<file path="src/rtl/l2_arb_pkg.sv">
// l2_arb_pkg: shared types, default widths and helpers for the L2 port arbiter.
// Optional feature macro: L2_ARB_PERF_CNT_EN (sat_inc is used only by its counters).
package l2_arb_pkg;
    localparam int L2_ADDR_W = 30;
    localparam int L2_LINE_W = 128;
    typedef enum logic [1:0] {IDLE = 2'd0, BUSY = 2'd1, DRAIN = 2'd2} state_t;
    typedef enum logic [1:0] {NONE = 2'd0, GNT_I = 2'd1, GNT_D = 2'd2} grant_t;
    function automatic logic [15:0] sat_inc(input logic [15:0] c, input logic en);
        return c + {15'd0, en & ~&c};
    endfunction
endpackage

</file>
<file path="src/rtl/l2_arb_rr_pick.sv">
// l2_arb_rr_pick: combinational 2-way round-robin picker.
// Ports:
//   i_req_i, i_req_d : requests from I and D
//   i_rr_ptr         : favoured requester on conflict (1 = D, 0 = I)
//   o_grant          : chosen requester (NONE when idle)
//   o_rr_ptr         : pointer after this pick (toggles only on conflict)
module l2_arb_rr_pick
    import l2_arb_pkg::*;
(
    input  logic   i_req_i,
    input  logic   i_req_d,
    input  logic   i_rr_ptr,
    output grant_t o_grant,
    output logic   o_rr_ptr
);
    logic w_both;
    assign w_both   = i_req_i & i_req_d;
    assign o_grant  = w_both ? (i_rr_ptr ? GNT_D : GNT_I) : i_req_d ? GNT_D : i_req_i ? GNT_I : NONE;
    assign o_rr_ptr = w_both ? ~i_rr_ptr : i_rr_ptr;
endmodule

</file>
<file path="src/rtl/l2_port_arbiter.sv">
// l2_port_arbiter: shares one L2 request port between the I and D L1 caches.
// Ports:
//   clk, proc_reset_n          : clock, async active-low reset
//   perf_cnt                   : {lock_hits, conflict_cycles, d_grants, i_grants}
//                                (only when L2_ARB_PERF_CNT_EN is defined)
//   i_* / d_*                  : per-L1 request (read/write/addr/wdata) and
//                                response (rdata/ready/stall)
//   l2_read/write/addr/wdata   : request to L2, driven only in BUSY
//   l2_rdata/ready/stall       : response from L2
// Optional feature macro: L2_ARB_PERF_CNT_EN.
module l2_port_arbiter
    import l2_arb_pkg::*;
#(
    parameter int ADDR_W       = L2_ADDR_W,
    parameter int LINE_W       = L2_LINE_W,
    parameter bit RESET_PRIO_D = 1'b1
) (
    input  logic              clk,
    input  logic              proc_reset_n,
`ifdef L2_ARB_PERF_CNT_EN
    output logic [63:0]       perf_cnt,
`endif
    input  logic              i_read,
    input  logic              i_write,
    input  logic [ADDR_W-1:0] i_addr,
    input  logic [LINE_W-1:0] i_wdata,
    output logic [LINE_W-1:0] i_rdata,
    output logic              i_ready,
    output logic              i_stall,
    input  logic              d_read,
    input  logic              d_write,
    input  logic [ADDR_W-1:0] d_addr,
    input  logic [LINE_W-1:0] d_wdata,
    output logic [LINE_W-1:0] d_rdata,
    output logic              d_ready,
    output logic              d_stall,
    output logic              l2_read,
    output logic              l2_write,
    output logic [ADDR_W-1:0] l2_addr,
    output logic [LINE_W-1:0] l2_wdata,
    input  logic [LINE_W-1:0] l2_rdata,
    input  logic              l2_ready,
    input  logic              l2_stall
);
    state_t r_state;
    grant_t r_grant;
    logic   r_rr_ptr;
    logic   r_last_op_wr;
    logic   r_op_wr;
    grant_t w_pick;
    logic   w_pick_ptr;
    logic   w_i_req, w_d_req, w_lock, w_pick_wr, w_lock_wr, w_busy, w_sel_d;

    assign w_i_req = i_read | i_write;
    assign w_d_req = d_read | d_write;

    l2_arb_rr_pick u_pick (
        .i_req_i (w_i_req),
        .i_req_d (w_d_req),
        .i_rr_ptr(r_rr_ptr),
        .o_grant (w_pick),
        .o_rr_ptr(w_pick_ptr)
    );

    // Writeback just finished and the same L1 now asks for its allocate read.
    assign w_lock    = r_last_op_wr & ((r_grant == GNT_I && i_read) || (r_grant == GNT_D && d_read));
    // Write wins when read and write are both raised.
    assign w_pick_wr = (w_pick == GNT_D) ? d_write : i_write;
    assign w_lock_wr = (r_grant == GNT_D) ? d_write : i_write;

    // The operation type is latched at grant so a request dropped mid-BUSY still completes.
    always_ff @(posedge clk or negedge proc_reset_n) begin
        if (!proc_reset_n) begin
            r_state      <= IDLE;
            r_grant      <= NONE;
            r_rr_ptr     <= RESET_PRIO_D;
            r_last_op_wr <= 1'b0;
            r_op_wr      <= 1'b0;
        end else if (!l2_stall) begin
            case (r_state)
                IDLE: if (w_pick != NONE) begin
                    r_grant  <= w_pick;
                    r_rr_ptr <= w_pick_ptr;
                    r_op_wr  <= w_pick_wr;
                    r_state  <= BUSY;
                end
                BUSY: if (l2_ready) begin
                    r_last_op_wr <= r_op_wr;
                    r_state      <= DRAIN;
                end
                DRAIN: if (w_lock) begin
                    r_op_wr <= w_lock_wr;
                    r_state <= BUSY;
                end else if (w_pick != NONE) begin
                    r_grant  <= w_pick;
                    r_rr_ptr <= w_pick_ptr;
                    r_op_wr  <= w_pick_wr;
                    r_state  <= BUSY;
                end else begin
                    r_grant <= NONE;
                    r_state <= IDLE;
                end
                default: r_state <= IDLE;
            endcase
        end
    end

    assign w_busy   = (r_state == BUSY) && (r_grant != NONE);
    assign w_sel_d  = (r_grant == GNT_D);
    assign l2_read  = w_busy & ~r_op_wr;
    assign l2_write = w_busy & r_op_wr;
    assign l2_addr  = w_busy ? (w_sel_d ? d_addr : i_addr) : '0;
    assign l2_wdata = w_busy ? (w_sel_d ? d_wdata : i_wdata) : '0;
    assign i_ready  = w_busy & ~w_sel_d & l2_ready & ~l2_stall;
    assign d_ready  = w_busy & w_sel_d & l2_ready & ~l2_stall;
    assign i_rdata  = l2_rdata;
    assign d_rdata  = l2_rdata;
    assign i_stall  = l2_stall;
    assign d_stall  = l2_stall;

`ifdef L2_ARB_PERF_CNT_EN
    logic [15:0] r_i_grants, r_d_grants, r_conflict, r_lock_hits;
    logic        w_pick_en, w_lock_hit, w_new_i, w_new_d;
    assign w_lock_hit = (r_state == DRAIN) && w_lock;
    assign w_pick_en  = (r_state == IDLE) || ((r_state == DRAIN) && !w_lock);
    assign w_new_i    = (w_pick_en && w_pick == GNT_I) || (w_lock_hit && r_grant == GNT_I);
    assign w_new_d    = (w_pick_en && w_pick == GNT_D) || (w_lock_hit && r_grant == GNT_D);
    always_ff @(posedge clk or negedge proc_reset_n) begin
        if (!proc_reset_n) begin
            r_i_grants  <= '0;
            r_d_grants  <= '0;
            r_conflict  <= '0;
            r_lock_hits <= '0;
        end else if (!l2_stall) begin
            r_i_grants  <= sat_inc(r_i_grants, w_new_i);
            r_d_grants  <= sat_inc(r_d_grants, w_new_d);
            r_conflict  <= sat_inc(r_conflict, w_i_req & w_d_req);
            r_lock_hits <= sat_inc(r_lock_hits, w_lock_hit);
        end
    end
    assign perf_cnt = {r_lock_hits, r_conflict, r_d_grants, r_i_grants};
`endif
endmodule

</file>
<file path="config.mk">
export PLATFORM = sky130hd
export DESIGN_NAME = l2_port_arbiter
export DESIGN_NICKNAME = d
export VERILOG_FILES = /design/src/rtl/l2_arb_pkg.sv /design/src/rtl/l2_arb_rr_pick.sv /design/src/rtl/l2_port_arbiter.sv
export SDC_FILE = /design/constraint.sdc
export NUM_CORES = 1
export LEC_CHECK = 0
export BUFFER_PORTS_ARGS = -buffer_cell sky130_fd_sc_hd__buf_4
export CELL_PAD_IN_SITES_DETAIL_PLACEMENT = 0
export CELL_PAD_IN_SITES_GLOBAL_PLACEMENT = 1
export CORE_AREA = 2 2 339 341
export CTS_BUF_LIST = sky130_fd_sc_hd__clkbuf_8
export DETAILED_ROUTE_END_ITERATION = 6
export DIE_AREA = 0 0 341 343
export PLACE_DENSITY_LB_ADDON = 0.3
export SLEW_MARGIN = 20
export SYNTH_ARGS = -nofsm -noshare
export SYNTH_HDL_FRONTEND = slang
export SYNTH_SLANG_ARGS = --single-unit
</file>
<file path="constraint.sdc">
create_clock -name clk -period 5.33 [get_ports clk]
set_clock_uncertainty 0.15 [all_clocks]
set_input_delay 1.599 -clock clk [delete_from_list [all_inputs] [get_ports clk]]
set_output_delay 1.599 -clock clk [all_outputs]
set_load 0.03 [all_outputs]
</file>
==> out/qor.yml <==
synth-edff-count: 0
cts_buffer_depth: 2
synth_top_flop_cell: "dfrtp_1"
irDropWorstVdd_v: 0.0001499
swShare_pct: 60.70
path_class: "reg2out"
final_hold_viol_count: 0
max_slew_margin_pct: 41.31
crit_path_top_delay_cell: "and2_4"
drc: 0
slowest_delay_ps: 710
rsz0062_at_grt: "no"
reg2reg_depth: 4
antenna_cells: 0
cts.htree.levels: 1
fmax_mhz: 239.1
vias: 4749
yosys_warnings: 0
required_ps: 3580
nets: 1170
grt_first_pass_wirelength_um: 45550
postCtsHoldBufs: 0
slew_violations: 0
cp-start-kind: "register"
status: "finished clean"
layout_commonest_cell: "buf_4"
syn_area_um2: 4051
hold_path_end: "r_last_op_wr$_DFFE_PN0P_"
die_h_um: 343
p_int_mw: 1.118
dieArea_um2: 117000
gp_congestion: 0.8491
antenna_found_initial: 1
place_ws_ps: 1283
seq_power_share_pct: 4.0
worst_slack_ps: 1148
worstHoldStart: "r_last_op_wr$_DFFE_PN0P_"
layout_min_cycle_time_ps: 4182
power.share.combinational_pct: 93.5
stdcell_count: 2229
placed_cells_incl_taps: 2225
first_global_vias: 5129
ys_types: 26
drive_gt1_share_pct: 71.27
cts_sinks: 7
viasPerCell: 2.131
io_buffers: 487
p_switching_mw: 1.726
r2r-end: "r_op_wr$_DFFE_PN0P_"
coreArea_um2: 113400
p_leak_nw: 3.281
drtAntennaViolNets: 0
grtUsageTotal_pct: 5.718
die_w_um: 341
nFillCells: 13360
synth_seq_cells: 7
grt_max_degree: 57
dp_hpwl_um: 32670
start_util_pct: 3.572
synth_cells: 506
cts_resized: 0
cpLargestDelayFamily: "simple AND/OR/NAND/NOR gates"
async_flop_share_pct: 100.0
grt_overflow: 0
dr.pass1.iters: 4
critPathBufInv: 2
p_per_area_nw_per_um2: 374.1
final-setup-viol-count: 0
cap_violations: 0
placed_cell_area_um2: 7557
avgSynthCellArea_um2: 8.007
fin_tns_setup_ps: 0
insertion_delay_ps: 230
critPathCaptureType: "primary output"
hold_path.class: "reg2reg"
regToRegSetupSlack_ps: 3700
reg2reg_from: "r_grant[0]$_DFFE_PN0P_"
wl_um: 36910
worstMarginPinSlew_ps: 880.3
cts_tree: "done"
postCtsSetupBuffers: 0
wire_per_inst_um: 16.56
path_max_fanout: 56
cts_root_buf: "clkbuf_8"
boundaryPins: 872
yosysSeqAreaShare_pct: 4.355
crit_arrival_ps: 2430
clk_pin_slew_worst_paths_ps: 40
drtIter0Drc: 183
area_growth_pct: 87.65
cts_buffers: 3
final_area_um2: 7602
period_share_pct: 78.47
rows: 124
final_cell_mix: "496 x buf_4, 158 x a22o_1, 8 x o21ai_0, 8 x nor2_1, 6 x dfrtp_1"
path_cells: "nor2b_2 > and2_4 > buf_12 > a22o_1 > buf_4"
hold_depth: 1
syn-num-nets: 958
pwr-share-clk_pct: 2.6
==> layout make-up <==
class                      instances  area (µm²)  share of cell area (%)
clock inverter                     1       3.754                 0.04937
clock buffer                       3       41.29                  0.5431
timing repair buffer             501        3824                   50.30
inverter                           1       3.754                 0.04937
sequential                         7       176.4                   2.321
multi-input combinational        204        1662                   21.86
tap                             1512        1892                   24.88
==> through the flow <==
stage / power (mW) / hold slack [ps] / util, %
3_5_place_dp: 2.878 / 334.3 / 6.663
5_1_grt: 3.024 / 358.2 / 6.703
2_1_floorplan: 1.942 / 308.5 / -
3_3_place_gp: 2.883 / 328.4 / 6.663
4_1_cts: 2.969 / 354.6 / 6.703
6_report: 2.844 / 352.7 / 6.703
==> power groups by stage <==
stage | Clock [mW] | Sequential [mW] | Combinational [mW]
floorplan | 0 | 0.0993 | 1.84
global placement | 0 | 0.112 | 2.77
detailed placement | 0 | 0.112 | 2.77
CTS | 0.0746 | 0.113 | 2.78
global route | 0.0785 | 0.116 | 2.83
finish | 0.0735 | 0.113 | 2.66
==> sequential cells by signal, indices dropped and copies added, names as in the netlist <==
signal	cells
r_grant	2
r_rr_ptr	1
r_state	2
r_op_wr	1
r_last_op_wr	1
==> layer usage <==
metal	part of all wire, %	vias up	track usage (%)
met5	0.32	-	0.8013
met4	1.3	4	0.8443
met1	36	2112	6.163
met3	13	47	2.593
li1	-	1990	-
met2	50	596	10.31
==> how the worst max path moves through the flow <==
stage	slack, ps	from	end	depth (start not counted)
after detailed placement	1280	r_state[1]$_DFFE_PN0P_	l2_wdata[30]	5
after global placement	1250	r_state[1]$_DFFE_PN0P_	l2_wdata[15]	5
after CTS	1030	r_state[1]$_DFFE_PN0P_	l2_wdata[30]	5
final	1150	r_state[1]$_DFFE_PN0P_	l2_wdata[97]	5
after global routing	950	r_state[1]$_DFFE_PN0P_	l2_wdata[97]	5
after floorplan	1420	l2_stall	d_ready	2
==> cell families (layout without fill, tap and decap cells) <==
kind of cell / after synthesis / count (layout) / share of synthesized area [%]
xor gates and xnor gates: 1 / 1 / 0.2162
and+or+nand+nor: 28 / 28 / 3.768
muxes: 2 / 2 / 0.5250
DFF: 7 / 7 / 4.355
AOI/OAI and AO/OA: 173 / 173 / 36.38
buffers and inverters: 295 / 506 / 54.76
==> cells in the mapped netlist (all sizes together), types with 2 or more instances <==
master  instances  area (µm²)
nand2b          3       18.77
a21oi           2       10.01
nor2b           2       17.52
nand2           5       18.77
buf           294        2215
nand3b          2       15.01
dfrtp           6       150.1
nor2            8       30.03
o31ai           2       15.01
and2            2       12.51
a22o          158        1384
a21o            2       15.01
o21ai           8       40.04
or2             2       12.51
(Power assumes the default switching activity.)
